$ cat config.mk
export PLATFORM = sky130hd
export DESIGN_NAME = alu_cond_flags
export DESIGN_NICKNAME = d
export VERILOG_FILES = /design/src/rtl/alu_cond_flags.sv
export SDC_FILE = /design/constraint.sdc
export NUM_CORES = 1
export LEC_CHECK = 0
export ABC_AREA = 0
export CORE_UTILIZATION = 31
export DETAILED_ROUTE_END_ITERATION = 16
export PLACE_DENSITY = 0.95
export SLEW_MARGIN = 20
export SYNTH_ARGS = -nofsm -noshare
export SYNTH_HDL_FRONTEND = slang
export SYNTH_SLANG_ARGS = --single-unit
$ cat constraint.sdc
create_clock -name clk -period 4 [get_ports clk]
set_clock_uncertainty 0.1 [all_clocks]
set_input_delay 0.8 -clock clk [delete_from_list [all_inputs] [get_ports clk]]
set_output_delay 0.8 -clock clk [all_outputs]
set_load 0.01 [all_outputs]
$ cat src/rtl/alu_cond_flags.sv
// alu_cond_flags: NZCV flag derivation, processor status flag register and
// ARM condition evaluation with condition-gated write enables and PC select.
module alu_cond_flags #(
  parameter int unsigned N = 32
) (
  input  logic         clk,
  input  logic         reset,
  input  logic [N-1:0] alu_result,
  input  logic         alu_carry,
  input  logic         alu_overflow,
  input  logic [3:0]   cond,
  input  logic [1:0]   flag_w,
  input  logic         pcs,
  input  logic         reg_w,
  input  logic         mem_w,
  input  logic         no_write,
  output logic [3:0]   flags,
  output logic         cond_ex,
  output logic         pc_src,
  output logic         reg_write,
  output logic         mem_write
);

  // Stored flags split into the two independently written fields
  logic [1:0] nz_q, nz_d;
  logic [1:0] cv_q, cv_d;

  logic flag_n, flag_z, flag_c, flag_v;

  assign flag_n = nz_q[1];
  assign flag_z = nz_q[0];
  assign flag_c = cv_q[1];
  assign flag_v = cv_q[0];

  // Condition evaluation against the flags held before this instruction
  always_comb begin
    cond_ex = 1'b1;
    unique case (cond)
      4'b0000: cond_ex = flag_z;
      4'b0001: cond_ex = ~flag_z;
      4'b0010: cond_ex = flag_c;
      4'b0011: cond_ex = ~flag_c;
      4'b0100: cond_ex = flag_n;
      4'b0101: cond_ex = ~flag_n;
      4'b0110: cond_ex = flag_v;
      4'b0111: cond_ex = ~flag_v;
      4'b1000: cond_ex = flag_c & ~flag_z;
      4'b1001: cond_ex = ~flag_c | flag_z;
      4'b1010: cond_ex = (flag_n == flag_v);
      4'b1011: cond_ex = (flag_n != flag_v);
      4'b1100: cond_ex = ~flag_z & (flag_n == flag_v);
      4'b1101: cond_ex = flag_z | (flag_n != flag_v);
      default: cond_ex = 1'b1;
    endcase
  end

  // Next-state for each flag field; a failed condition holds both fields
  always_comb begin
    nz_d = nz_q;
    cv_d = cv_q;
    if (flag_w[1] && cond_ex) begin
      nz_d = {alu_result[N-1], (alu_result == '0)};
    end
    if (flag_w[0] && cond_ex) begin
      cv_d = {alu_carry, alu_overflow};
    end
  end

  // Flag register; reset takes priority over any flag write
  always_ff @(posedge clk) begin
    if (reset) begin
      nz_q <= 2'b00;
      cv_q <= 2'b00;
    end else begin
      nz_q <= nz_d;
      cv_q <= cv_d;
    end
  end

  assign flags     = {nz_q, cv_q};
  assign pc_src    = pcs & cond_ex;
  assign reg_write = reg_w & cond_ex & ~no_write;
  assign mem_write = mem_w & cond_ex;

endmodule
==> results.md <==
- Clk root buf: clkbuf_4
- Die Y-Extent: 44.0 um
- Req. time, crit path: between 3000 and 4000 ps
- Clock buffer count from CTS: 3
- P per Cell Area: between 150 and 200 nW/um^2
- PnR Total Power: between 150 and 200 uW
- GRT Overall Usage: 0.184
- Post-DR vias/cell: 5.40
- Hold Worst Slack: 512 ps
- Maxcap violations: 0
- Worst-path fanout max: 5
- Clock transition at path regs: roughly 30 ps
- Post-route insts no fill: 134
- Diode count: 0
- Period utilization: 0.964
- DRC: 3
- Wire per inst: roughly 12 um
- Area grow syn2layout: 104%
- Core region area: between 1500 and 2000 um^2
- Routed vias: about 720
- Clock Sinks: 4
- Hold/Removal Path Class: register to register
- Slew headroom: 0.799
- Layout cells sized above 1: 0.161
- Placed cells: approximately 130
- Die area: around 1900 um^2
- DR pass1 iterations: 10
- Synth warn: 0
- Final Net Count: roughly 170
- CTS HTree Levels: 1
- CP most frequent cell: clkdlybuf4s50_1
- Final GP Congestion: 0.760
- Mapped Nets: about 110
- Unrepaired setup endpoints after global routing: no
- Skew-Pair Late Insertion Delay: ~240 ps
- Mean post-synth cell area: 8.80 um^2
- Largest net degree at the start of global routing: 11
- Starting density of the core: 0.346
- Final setup viols: 0
- Ys flop type: dfxtp_1
- Top cells by area, synth: dfxtp_1 (15%), mux2i_1 (9.2%), nor4_1 (9.2%)
- Sequential area share after synthesis: 0.147
- CP endpoint kind: primary output
- Top Ports: 54
- DR iter-0 viols: 9
- Syn Inst Count: 62
- Fin Setup TNS: 0 ps
- DP HPWL: about 1.4 mm
- Clk buf depth: 2
- Comb pwr share: 0.508
- Vias in the first global route: 715
- Die X: ~44 um
- First-pass GRT wire length: ~2.7 mm
- Worst path bufs/invs: 2
- Cts hold-fix bufs: 0
- Worst slew pin tran: between 300 and 400 ps
- Post-synth ARST share: 0
- Commonest cells after routing, fill and taps aside: clkdlybuf4s50_1 (52), nor4_1 (8), mux2i_1 (5), or2b_2 (5), dfxtp_1 (4)
- Crit path DAT: between 2000 and 3000 ps
- Final Max Slew Viols: 0
- Clock network fraction of total power: 0.257
- NetSw: ~52 uW
- Hold Vio Cnt, Final: 0
- Yosys cell types: 32
- Grt ovf: 0
- Fmax: between 0.2 and 0.3 GHz
- Max VDD drop: 0.000108 V
- Area share of the largest cell type after synthesis: 0.147
- CP startpoint kind: input pin
- Status: complete, but fails checks
- Setup bufs post-CTS: 0
- WL final: around 1.6 mm
- Top cell family by delay on the critical path: buffers and inverters
- Sequential Power Share: 0.235
- Post-Synthesis Cell Area: ~550 um^2
- I/O Buffers: 53
- # rows: 14
- Initial antenna violation count: 0
- Fillers: 127
- Pleak: approximately 0.00042 uW
- CTS tree: yes
- Pint: around 140 uW
- Min cycle time layout: 3860 ps
- Slowest CP cell: or4b_1
- Commonest non-fill, non-tap cell in the layout: clkdlybuf4s50_1
- #FFs+latches synth: 4
- Switching Fraction: 0.265
- CP Class: input pin to primary output
- Number of flops mapped to enable cells by yosys: 0
- Failing checks: design-rule violations
- Post-cts sizing count: 0
- CP peak stage delay: 540 ps
- Cell Chain, Critical Path: clkdlybuf4s50_1 > or4b_1 > a31oi_1 > o21ai_2 > nand3_2 > and3b_1 > clkdlybuf4s50_1
- Area leader, netlist: dfxtp_1
- DRT antenna net count: 0
## power groups by stage
stage	clock network, uW	logic [uW]	registers, uW
after global placement	0	98.0	46.5
final	50.3	99.5	46.1
after detailed placement	0	100	46.6
after floorplan	0	37.8	46.4
after CTS	52.6	100	46.0
after global routing	52.9	107	46.2
## final cells by class
cell class / instances / area (um^2) / share of cell area
multi-input cells: 53 / 428 / 0.384
well taps: 16 / 20.0 / 0.0180
repair buffers: 56 / 556 / 0.499
clock buffers: 3 / 22.5 / 0.0202
flip-flops and latches: 4 / 80.1 / 0.0719
inverters: 2 / 7.51 / 0.00674
## through the flow
| step | utilization | area [um^2] | worst slack (ps) |
|---|---|---|---|
| 2_1_floorplan | - | 546 | 1080 |
| 3_3_place_gp | 0.690 | 1090 | 193 |
| 3_5_place_dp | 0.690 | 1090 | 70.2 |
| 4_1_cts | 0.705 | 1110 | 75.7 |
| 5_1_grt | 0.706 | 1110 | 65.3 |
| 6_report | 0.706 | 1110 | 143 |
## final timing paths
kind	startpoint	end	slack, ps	cells after the start
setup / recovery	cond[0]	reg_write	140	7
hold / removal	nz_q[0]	nz_q[0]	510	2
setup reg to reg	nz_q[1]	nz_q[1]	2120	5
hold reg to reg	nz_q[0]	nz_q[0]	510	2
## synth_stat cells, drive strengths merged, types with 3 or more instances
cell	count
nand2b	3
nor4	8
mux2i	5
nand2	3
or2b	5
a31oi	3
o21ai	3
dfxtp	4
xor2	3
buf	3
## routing by layer
layer,vias up,GRT usage,routed length (um)
li1,355,-,-
met4,0,0.0545,9
met3,2,0.0458,161
met2,45,0.355,843
met5,-,0,0
met1,322,0.193,585
## kinds of logic after synthesis
group                  Yosys count  share of synthesized area
buffers and inverters            5                     0.0688
flip-flops                       4                      0.147
multiplexers                     5                     0.0917
XOR/XNOR                         3                     0.0482
AND/OR/NAND/NOR                 35                      0.452
AO/OA/AOI/OAI                   10                      0.193
## worst min-delay path: cells and delay by family, from the launching register on
kind	cells	cell delay (ps)
DFF	1	340
muxes	1	50
and+or+nand+nor	1	170
## state kept, by name, indices dropped and copies added, names as in the netlist
register  cells
cv_q          2
nz_q          2
Note: power is estimated with default switching activity, not from simulation.
